--- config.mk ---
export PLATFORM = sky130hd
export DESIGN_NAME = fir_decim_reader_flat
export DESIGN_NICKNAME = d
export VERILOG_FILES = /design/src/rtl/fir_decim_reader_if.sv /design/src/rtl/fir_decim_reader.sv /design/src/flat_wrapper.sv
export SDC_FILE = /design/constraint.sdc
export NUM_CORES = 1
export LEC_CHECK = 0
export ABC_AREA = 0
export CORE_UTILIZATION = 57
export DETAILED_ROUTE_END_ITERATION = 16
export HOLD_SLACK_MARGIN = 0.15
export PLACE_DENSITY = 0.82
export SYNTH_ARGS = -nofsm -noshare
export SYNTH_HDL_FRONTEND = slang
export SYNTH_SLANG_ARGS = --single-unit
--- constraint.sdc ---
create_clock -name clk -period 3 [get_ports clk]
set_input_delay 0.3 -clock clk [delete_from_list [all_inputs] [get_ports clk]]
set_output_delay 0.3 -clock clk [all_outputs]
set_load 0.05 [all_outputs]
--- src/rtl/fir_decim_reader_if.sv ---
// Stream bundle between the FIR output, the decimating FIFO reader and its sink.
// The slave modport is the reader's view; the master modport is the producer/sink side.
interface fir_decim_reader_if #(
  parameter int DW    = 10,
  parameter int DEPTH = 8
);
  logic [DW-1:0]              din;
  logic                       din_valid;
  logic [DW-1:0]              dout;
  logic                       dout_valid;
  logic                       dout_ready;
  logic [$clog2(DEPTH+1)-1:0] count;
  logic                       ovf;

  modport slave (
    input  din, din_valid, dout_ready,
    output dout, dout_valid, count, ovf
  );

  modport master (
    output din, din_valid, dout_ready,
    input  dout, dout_valid, count, ovf
  );
endinterface

--- src/rtl/fir_decim_reader.sv ---
// Settles, decimates and buffers the filterfir output stream into a FWFT FIFO.
// Define FIR_DECIM_AVG_EN to push boxcar averages instead of picked samples.
module fir_decim_reader #(
  parameter int DECIM  = 4,
  parameter int SETTLE = 4,
  parameter int DEPTH  = 8
) (
  input  logic              clk,
  input  logic              rst,
  fir_decim_reader_if.slave bus
);
  localparam int DW    = 10;
  localparam int LOG2D = $clog2(DECIM);
  localparam int AW    = $clog2(DEPTH);
  localparam int CW    = $clog2(DEPTH + 1);
  localparam int SCW   = (SETTLE < 1) ? 1 : $clog2(SETTLE + 1);

  logic [SCW-1:0]   r_settleCnt;
  logic [LOG2D-1:0] r_phase;
  logic [DW-1:0]    r_mem [DEPTH];
  logic [AW-1:0]    r_wrPtr;
  logic [AW-1:0]    r_rdPtr;
  logic [CW-1:0]    r_count;
  logic             r_ovf;

  logic             w_settled;
  logic             w_capture;
  logic             w_lastPhase;
  logic             w_push;
  logic             w_pop;
  logic             w_write;
  logic             w_full;
  logic             w_empty;
  logic [DW-1:0]    w_result;

  assign w_settled   = (r_settleCnt == SCW'(SETTLE));
  assign w_capture   = bus.din_valid && w_settled;
  assign w_lastPhase = (r_phase == LOG2D'(DECIM - 1));
  assign w_push      = w_capture && w_lastPhase;
  assign w_empty     = (r_count == '0);
  assign w_full      = (r_count == CW'(DEPTH));
  assign w_pop       = bus.dout_ready && !w_empty;
  // A pop frees the head slot, so a push into a full FIFO still lands that cycle.
  assign w_write     = w_push && (!w_full || w_pop);

  always_ff @(posedge clk) begin
    if (rst) begin
      r_settleCnt <= '0;
    end else if (bus.din_valid && !w_settled) begin
      r_settleCnt <= r_settleCnt + 1'b1;
    end
  end

  // DECIM is a power of two, so the natural wrap of r_phase is the group boundary.
  always_ff @(posedge clk) begin
    if (rst) begin
      r_phase <= '0;
    end else if (w_capture) begin
      r_phase <= r_phase + 1'b1;
    end
  end

`ifdef FIR_DECIM_AVG_EN
  localparam int ACW = DW + LOG2D;

  logic [ACW-1:0] r_acc;
  logic [ACW-1:0] w_sum;

  assign w_sum    = r_acc + ACW'(bus.din);
  assign w_result = w_sum[ACW-1:LOG2D];

  // Phase 0 reloads rather than accumulates, so no sum leaks across groups.
  always_ff @(posedge clk) begin
    if (rst) begin
      r_acc <= '0;
    end else if (w_capture) begin
      r_acc <= (r_phase == '0) ? ACW'(bus.din) : w_sum;
    end
  end
`else
  assign w_result = bus.din;
`endif

  always_ff @(posedge clk) begin
    if (w_write) begin
      r_mem[r_wrPtr] <= w_result;
    end
  end

  always_ff @(posedge clk) begin
    if (rst) begin
      r_wrPtr <= '0;
      r_rdPtr <= '0;
      r_count <= '0;
      r_ovf   <= 1'b0;
    end else begin
      if (w_write) begin
        r_wrPtr <= r_wrPtr + 1'b1;
      end
      if (w_pop) begin
        r_rdPtr <= r_rdPtr + 1'b1;
      end
      if (w_push && w_full && !w_pop) begin
        r_ovf <= 1'b1;
      end
      case ({w_write, w_pop})
        2'b10:   r_count <= r_count + 1'b1;
        2'b01:   r_count <= r_count - 1'b1;
        default: r_count <= r_count;
      endcase
    end
  end

  // Head is forced to zero when empty so dout reads 0 out of reset.
  assign bus.dout       = w_empty ? '0 : r_mem[r_rdPtr];
  assign bus.dout_valid = !w_empty;
  assign bus.count      = r_count;
  assign bus.ovf        = r_ovf;
endmodule
--- src/flat_wrapper.sv ---
// flat-port wrapper written by rule: the top's interface ports become plain ports
module fir_decim_reader_flat 
#(
  parameter int DECIM  = 4,
  parameter int SETTLE = 4,
  parameter int DEPTH  = 8
)
  (clk, rst, bus_din, bus_din_valid, bus_dout_ready, bus_dout, bus_dout_valid, bus_count, bus_ovf);
  fir_decim_reader_if #(.DEPTH(DEPTH)) bus_i ();
  input  logic clk;
  input  logic rst;
  input wire logic [$bits(bus_i.din)-1:0] bus_din;
  input wire logic [$bits(bus_i.din_valid)-1:0] bus_din_valid;
  input wire logic [$bits(bus_i.dout_ready)-1:0] bus_dout_ready;
  output wire logic [$bits(bus_i.dout)-1:0] bus_dout;
  output wire logic [$bits(bus_i.dout_valid)-1:0] bus_dout_valid;
  output wire logic [$bits(bus_i.count)-1:0] bus_count;
  output wire logic [$bits(bus_i.ovf)-1:0] bus_ovf;
  assign bus_i.din = bus_din;
  assign bus_i.din_valid = bus_din_valid;
  assign bus_i.dout_ready = bus_dout_ready;
  assign bus_dout = bus_i.dout;
  assign bus_dout_valid = bus_i.dout_valid;
  assign bus_count = bus_i.count;
  assign bus_ovf = bus_i.ovf;
  fir_decim_reader #(.DECIM(DECIM), .SETTLE(SETTLE), .DEPTH(DEPTH)) u_core (.clk(clk), .rst(rst), .bus(bus_i));
endmodule
# == After elaboration in Yosys (flattened, before gate mapping) ==
# Memories as Yosys holds them, arrays and structs flattened. A register that Yosys moved wholly into a read port is not among the register bits.
# Cells that the tools add are included.
# totals
register_bits,16
latch_bits,0
ram_bits,80
romBits,0
out_inout_bits,16
word_cells,38
mem_count,1
# op_classes
n_addsub,6
multipliers,0
div_mod_pow,0
magnitude_cmp,0
n_eq_ne,5
n_shift,0
mux,6
bitwise_logic,0
reduce_logical,14
# memory_table
name,words,word_bits,read_ports,rd_ports_with_merged_regs,wr,line_no,source
u_core.r_mem,8,10,1,1,1,fir_decim_reader.sv:20,logic [DW-1:0] r_mem [DEPTH];
# op_table
operator,count
$mux 10,1
$add 3x1->3 const B,3
$pmux 4 s2,1
$logic_and 1x1->1,7
$mux 3,2
$add 4x1->4 const B,1
$eq 2x2->1 const B,2
$eq 4x4->1 const B,1
$logic_not 1->1,4
$logic_not 4->1,1
$sub 4x1->4 const B,1
$eq 3x3->1 const B,1
$add 2x1->2 const B,1
$eq 2x1->1 const B,1
$mux 1,2
$reduce_bool 2->1,1
$logic_or 1x1->1,1

# == Logic depth before layout (Yosys ltp) ==
# Gate-level depths: netlist of the first run.
# depth
word_depth,7
depth_mapped,12
ltp_nobuf,11

# == Worst setup path after synthesis of the first run ==
# No wires, ideal clock.
# synth_path
kind,reg-to-reg
from,"register u_core.r_count[1], in the netlist u_core.bus.count[1]"
to,"register u_core.r_count[3], in the netlist u_core.bus.count[3]"
setup_ns,0.121
arrival_ns,2.896
slack_ns,-0.017
stages_incl_launch_ff,10
synth_period_minus_slack_ns,3.017
cell_sequence,dfxtp_1 or3_4 nor2_2 inv_1 and2_1 clkbuf_1 ha_1 or3_1 o32ai_1 mux2_2
# synth_via
elab_chain_len,7
word_cells_on_any_way,13
classes_between,add/sub (2); eq/ne (3); mux (1); reduce/logical (7)
# synth_lines
element,line_no,source
"start, declared",fir_decim_reader.sv:23,logic [CW-1:0] r_count;
"start signal, assigned",fir_decim_reader.sv:107,2'b10: r_count <= r_count + 1'b1;
"start signal, assigned",fir_decim_reader.sv:108,2'b01: r_count <= r_count - 1'b1;
"start signal, assigned",fir_decim_reader.sv:109,default: r_count <= r_count;
$logic_not 4->1 *,fir_decim_reader.sv:40,assign w_empty = (r_count == '0);
$logic_not 1->1 *,n/a,
net bus_dout_valid,flat_wrapper.sv:16,output wire logic [$bits(bus_i.dout_valid)-1:0] bus_dout_valid;
$logic_and 1x1->1 *,fir_decim_reader.sv:42,assign w_pop = bus.dout_ready && !w_empty;
net u_core.w_pop,fir_decim_reader.sv:30,logic w_pop;
$logic_or 1x1->1,fir_decim_reader.sv:44,assign w_write = w_push && (!w_full || w_pop);
$logic_and 1x1->1,fir_decim_reader.sv:44,
$eq 2x1->1 / $eq 2x2->1 (equally long branches),fir_decim_reader.sv:106,"case ({w_write, w_pop})"
$pmux 4 s2 / $reduce_bool 2->1 (equally long branches),n/a,
# The timed path passes the listed nets; every way through them passes the cells marked *.
# A chain may end at the register's enable or synchronous reset.

# == Worst setup path after layout of the first run ==
# layout_path
from,"register u_core.r_count[2], in the netlist u_core.bus.count[2]"
to,"register u_core.r_count[2], in the netlist u_core.bus.count[2]"
# layout_via
elab_chain_len,7
word_cells_on_any_way,13
classes_between,add/sub (2); eq/ne (3); mux (1); reduce/logical (7)
# layout_lines
element,line_no
$logic_not 4->1,fir_decim_reader.sv:40
$logic_not 1->1,fir_decim_reader.sv:42
$logic_and 1x1->1,fir_decim_reader.sv:42
$logic_or 1x1->1,fir_decim_reader.sv:44
$logic_and 1x1->1,fir_decim_reader.sv:44
$eq 2x1->1 / $eq 2x2->1 (equally long branches),fir_decim_reader.sv:106
$pmux 4 s2 / $reduce_bool 2->1 (equally long branches),n/a
# Parallel ways exist; a longest one is shown, timed or not.

==> impl_metrics.csv, run 1 <==
group,metric,value,unit
logic_synthesis,synth-async-reset-ratio,0,%
drt,avgViaCountPerCell,5.73,
sta,hold_viol,0,
logic_synthesis,ys_warn_count,0,
setup_path,crit_slowest_cell,"o311ai_4",
clock_network,cts_tree,"yes",
drt,ant_nets,0,
sta,period_share,87.7,%
setup_path,r2r_start,"u_core.bus.count[2]$_SDFFE_PP0P_",
sta,slew_headroom,55.1,%
floorplan,num_rows,30,
placement,place_ws,0.198,ns
pwr,leakage,0.00151,uW
logic_synthesis,yosys_register_bits,99,
setup_path,endpoint_kind,"register",
setup_path,cp_num_buf_inv,0,
drt,drt_pass1_iterations,4,
layout,n_fill_cell,463,
sta,period_minus_slack,2.63,ns
logic_synthesis,syn-instance-count,230,
clock_network,cts.path.max_buffers,2,
layout,layout-drive-gt1-share,23.1,%
outcome,status,"finished clean",
setup_path,reg2reg_to,"u_core.bus.count[2]$_SDFFE_PP0P_",
logic_synthesis,ys.flop_type,"edfxtp_1",
floorplan,initial_core_util,58.6,%
grt,grt_pass1_wl,10200,um
clock_network,post_cts_resized,0,
grt,grtUsageTotal,19.6,%
floorplan,fp.dieH,85.4,um
setup_path,cp_top_family,"simple AND/OR/NAND/NOR gates",
setup_path,crit_type,"register to register",
placement,dp_hpwl,4050,um
grt,grt_antenna_before_repair,0,
hold_path,hold_path.startpoint,"u_core.bus.ovf$_SDFFE_PP0P_",
clock_network,cts_buffers,9,
layout,fin_nets,294,
logic_synthesis,synth_sequential_area_ratio,70.2,%
clock_network,cts_max_level,3,
floorplan,core,6760,um^2
floorplan,die-area,7290,um^2
logic_synthesis,syn_nets,252,
placement,gp_congestion,0.683,
pwr,powerDensity,505,nW/um^2
setup_path,crit_required,3.28,ns
hold_path,holdPathStages,2,
sta,fin_setup_tns,0,ns
drt,routedWlPerCell,18.2,um
sta,clock_skew,0.00813,ns
clock_network,cts-root-buf,"clkbuf_8",
sta,drv_slew,0,
layout,syn_to_final_growth,15.3,%
setup_path,worstPathCellList,"or3_4 > o311ai_4 > ha_1 > xor2_1 > ha_1 > a21oi_1 > xor2_1 > or3_1 > a21oi_1",
pwr,p_total,2310,uW
drt,vias,2045,
setup_path,critPathArrivalTime,2.91,ns
setup_path,crit_fanout,10,
setup_path,startpoint_type,"register",
hold_path,hp-class,"register to register",
logic_synthesis,postSynthAreaPerCell,17.2,um^2
pwr,peakVddDrop,235,uV
placement,placed_area,4380,um^2
setup_path,rrSetupSlack,0.37,ns
grt,overflow,0,
layout,design_area,4570,um^2
sta,rsz0062_at_grt,"false",
job,max-cap-violations,0,
sta,setup_viol,0,
setup_path,max_stage_delay,0.45,ns
clock_network,clk_latency,0.35,ns
placement,io_buffers,29,
layout,diodes,0,
grt,grt_max_degree,21,
sta,setup_ws,0.370,ns
clock_network,clkSinkCount,99,
logic_synthesis,synth_edf_count,80,
clock_network,post_cts_buffers,0,
floorplan,die_w,85.4,um
clock_network,hold_buffers,0,
sta,fmax,380,MHz
drt,first_iter_violations,148,
logic_synthesis,synthDistinctLibCells,32,
drt,finalWirelength,6480,um
drt,drcViolationCount,0,
sta,worst_pin_slew,0.672,ns
clock_network,clk_pin_slew_worst_paths,0.09,ns
grt,grt_pass1_vias,2050,
setup_path,r2r_cells,9,
floorplan,ios,30,
logic_synthesis,synthesis.area,3960,um^2
hold_path,hold_path_end,"u_core.bus.ovf$_SDFFE_PP0P_",
-- synthesized netlist by cell type (2+ instances only) --
library cell / count / area share, %
edfxtp_1: 80 / 61
nor2_1: 29 / 2.7
mux4_2: 20 / 11
dfxtp_1: 19 / 9.6
mux2i_1: 14 / 3.5
ha_1: 8 / 2.5
a21oi_1: 6 / 0.76
clkbuf_1: 6 / 0.57
nor3_1: 6 / 0.76
inv_1: 5 / 0.47
xor2_1: 5 / 1.1
buf_2: 3 / 0.38
nor2b_1: 3 / 0.47
or3_1: 3 / 0.47
xnor2_1: 3 / 0.66
a31oi_1: 2 / 0.32
nand2b_1: 2 / 0.32
o21ai_0: 2 / 0.25
-- state kept, by name (all words and copies together), names as in the netlist, named ones only --
register,cells
u_core.r_settleCnt,3
u_core.r_phase,2
u_core.r_rdPtr,3
u_core.r_wrPtr,3
u_core.bus.count,4
u_core.bus.ovf,1
u_core.r_mem,80
-- final cells by class --
type	count	area, um^2	share of cell area (%)
Clock buffer	9	124	2.71
Clock inverter	7	60.1	1.31
Inverter	5	18.8	0.411
Multi-Input combinational cell	116	1130	24.7
Sequential cell	99	2780	60.9
Tap cell	80	100	2.19
Timing Repair Buffer	41	355	7.78
-- where the power goes --
part	switching, uW	leakage (uW)	total [uW]	internal [uW]
sequential	2.22	0.000873	1480	1480
combinational	24.4	0.000549	45.6	21.2
clock	463	0.0000844	777	314
total	490	0.00151	2310	1820
-- placed cells by master, fill, tap and decap left out, drive strengths merged, types with 2 or more instances in the layout --
cell	Yosys	final
o21ai	2	2
mux2i	14	14
nor2	30	30
mux4	20	20
a31oi	2	2
xor2	5	5
or3	4	4
clkinvlp	0	3
inv	5	8
ha	8	8
nor3	6	6
dfxtp	19	19
edfxtp	80	80
a21oi	6	6
clkbuf	6	9
nor2b	3	3
buf	4	22
nand2b	2	2
xnor2	3	3
clkdlybuf4s50	0	19
-- through the flow --
step                utilization (%)  instances  hold WS [ns]
finish                         67.6        357         0.513
detailed placement             64.9        341         0.487
floorplan                         -        230         0.399
global placement               64.9        341         0.465
global route                   67.6        357         0.539
CTS                            67.6        357         0.518
-- kinds of logic after synthesis --
group           count (synthesis)  synth area share, %
simple gates                   52                 6.38
xor+xnor                        8                 1.77
fa+ha+maj                       8                 2.53
mux                            35                 15.2
compound gates                 13                 2.40
buf+inv                        15                 1.52
flops                          99                 70.2
-- worst max path at each step --
| stage | startpoint | to | slack [ns] | cells past startpoint |
|---|---|---|---|---|
| after floorplan | u_core.bus.count[0]$_SDFFE_PP0P_ | u_core.bus.count[3]$_SDFFE_PP0P_ | 0.003 | 9 |
| after global placement | bus_din_valid | u_core.bus.count[2]$_SDFFE_PP0P_ | 0.28 | 10 |
| after detailed placement | bus_din_valid | u_core.bus.count[2]$_SDFFE_PP0P_ | 0.20 | 10 |
| after CTS | u_core.bus.count[2]$_SDFFE_PP0P_ | u_core.bus.count[2]$_SDFFE_PP0P_ | 0.39 | 9 |
| after global routing | u_core.bus.count[2]$_SDFFE_PP0P_ | u_core.bus.count[2]$_SDFFE_PP0P_ | 0.17 | 9 |
| final | u_core.bus.count[2]$_SDFFE_PP0P_ | u_core.bus.count[2]$_SDFFE_PP0P_ | 0.37 | 9 |
-- layer usage --
metal	vias to the layer above	global-route usage [%]	wire (um)
met5	-	0	0
met4	0	11.5	109
met3	11	3.50	240
met2	47	31.0	3260
met1	1018	25.9	2870
li1	969	-	-
-- worst reg2reg max path, delay by kind of cell (launching register included) --
kind	cells	cell delay (ns)
and+or+nand+nor	2	0.73
DFF	1	0.38
AOI/OAI and AO/OA	3	0.63
adders and majority gates	2	0.49
xor gates and xnor gates	2	0.33
Note: power is estimated with default switching activity, not from simulation.
==> inputs of run 2 (changes only) <==
--- a/config.mk
+++ b/config.mk
@@ -6,6 +6,7 @@
 export NUM_CORES = 1
 export LEC_CHECK = 0
 export ABC_AREA = 0
+export CORE_MARGIN = 2
 export CORE_UTILIZATION = 57
 export DETAILED_ROUTE_END_ITERATION = 16
 export HOLD_SLACK_MARGIN = 0.15
==> impl_metrics.csv, run 2 (synthesis results as in run 1) <==
group,metric,value,unit
layout,multi_input_area,1130,um^2
floorplan,fp.dieH,87.4,um
outcome,status,"finished clean",
grt,overflow,0,
clock_network,cts.path.max_buffers,2,
grt,grt_max_degree,21,
drt,routedWlPerCell,19.3,um
floorplan,die-area,7630,um^2
setup_path,crit_fanout,10,
clock_network,cts_tree,"yes",
pwr,leakage,0.00152,uW
grt,grt_antenna_before_repair,0,
job,max-cap-violations,0,
clock_network,clkSinkCount,99,
pwr,peakVddDrop,325,uV
sta,rsz0062_at_grt,"false",
hold_path,holdPathStages,2,
drt,drcViolationCount,0,
layout,seq_area,2780,um^2
layout,final_cell_mix,"edfxtp_1, nor2_1, buf_4",
floorplan,initial_core_util,58.6,%
sta,fin_setup_tns,0,ns
sta,hold_viol,0,
floorplan,die_w,87.4,um
layout,diodes,0,
setup_path,r2r_start,"u_core.bus.count[2]$_SDFFE_PP0P_",
layout,fin_nets,294,
sta,slew_headroom,53.5,%
setup_path,r2r_cells,9,
clock_network,cts_buffers,9,
placement,place_ws,0.185,ns
setup_path,crit_required,3.28,ns
grt,grtUsageTotal,20.0,%
placement,gp_congestion,0.689,
grt,grt_pass1_wl,10900,um
sta,setup_viol,0,
sta,drv_slew,0,
sta,period_share,89.4,%
clock_network,cts_max_level,3,
grt,grt_pass1_vias,2163,
drt,avgViaCountPerCell,5.79,
drt,first_iter_violations,145,
clock_network,clk_pin_slew_worst_paths,0.10,ns
clock_network,post_cts_resized,0,
layout,n_fill_cell,463,
layout,final_util,67.7,%
clock_network,cts-root-buf,"clkbuf_8",
drt,finalWirelength,6880,um
layout,largest_reg_flops,80,
clock_network,hold_buffers,0,
floorplan,ios,30,
setup_path,rrSetupSlack,0.32,ns
pwr,powerDensity,510,nW/um^2
sta,fmax,373,MHz
floorplan,num_rows,30,
drt,vias,2067,
clock_network,clk_latency,0.36,ns
setup_path,crit_type,"register to register",
layout,layout-drive-gt1-share,23.1,%
clock_network,post_cts_buffers,0,
sta,setup_ws,0.318,ns
sta,clock_skew,0.0126,ns
setup_path,critPathArrivalTime,2.96,ns
hold_path,hold_path_end,"u_core.bus.ovf$_SDFFE_PP0P_",
setup_path,startpoint_type,"register",
floorplan,core,6760,um^2
sta,worst_pin_slew,0.697,ns
layout,top_register,"u_core.r_mem",
sta,period_minus_slack,2.68,ns
setup_path,endpoint_kind,"register",
drt,ant_nets,0,
hold_path,hold_path.startpoint,"u_core.bus.ovf$_SDFFE_PP0P_",
layout,syn_to_final_growth,15.5,%
layout,final_common_cell,"edfxtp_1",
placement,io_buffers,29,
drt,drt_pass1_iterations,4,
setup_path,reg2reg_to,"u_core.bus.count[2]$_SDFFE_PP0P_",
placement,dp_hpwl,4330,um
hold_path,hp-class,"register to register",
run 2: cell count changes in the layout (fill, tap and decap cells not counted), sizes merged:
cell,before,now
clkinv,1,2
clkinvlp,3,1
inv,8,9
run 2: area by class of cell:
cell class | count | area share (%)
flip-flops and latches | 99 | 60.8
multi-input cells | 116 | 24.6
repair buffers | 41 | 7.77
clock buffers | 9 | 2.71
well taps | 80 | 2.19
clock inverters | 7 | 1.48
inverters | 5 | 0.410
run 2: metrics by stage:
stage	total power [uW]	instance area, um^2	hold slack, ns	cells
global route	2410	4580	0.533	357
floorplan	1530	3960	0.399	230
global placement	1560	4380	0.465	341
finish	2330	4580	0.507	357
detailed placement	1560	4380	0.481	341
CTS	2350	4580	0.511	357
run 2: routing by layer:
| layer | GRT usage (%) | vias to the layer above | part of all wire (%) |
|---|---|---|---|
| met4 | 8.39 | 0 | 1.7 |
| met1 | 25.4 | 1043 | 44 |
| met5 | 0 | - | 0 |
| met2 | 33.9 | 47 | 51 |
| met3 | 3.79 | 10 | 3.1 |
| li1 | - | 967 | - |
run 2: worst max-delay path, stage by stage (launching register included):
cell,delay [ns]
dfxtp_1,0.37
or3_4,0.42
o311ai_4,0.47
ha_1,0.34
xor2_1,0.10
ha_1,0.18
a21oi_1,0.17
xor2_1,0.10
or3_1,0.31
a21oi_1,0.14
run 2: how the worst max path moves through the flow:
| stage | end | startpoint | slack [ns] |
|---|---|---|---|
| floorplan | u_core.bus.count[3]$_SDFFE_PP0P_ | u_core.bus.count[0]$_SDFFE_PP0P_ | 0.003 |
| global placement | u_core.bus.count[2]$_SDFFE_PP0P_ | bus_din_valid | 0.26 |
| detailed placement | u_core.bus.count[2]$_SDFFE_PP0P_ | bus_din_valid | 0.18 |
| CTS | u_core.bus.count[2]$_SDFFE_PP0P_ | u_core.bus.count[2]$_SDFFE_PP0P_ | 0.36 |
| global route | u_core.bus.count[2]$_SDFFE_PP0P_ | u_core.bus.count[2]$_SDFFE_PP0P_ | 0.16 |
| finish | u_core.bus.count[2]$_SDFFE_PP0P_ | u_core.bus.count[2]$_SDFFE_PP0P_ | 0.32 |
run 2: report_power, final:
part / internal (uW) / switching, uW / total (uW)
Clock: 324 / 477 / 802
Sequential: 1480 / 2.39 / 1480
Combinational: 21.3 / 24.7 / 46.0
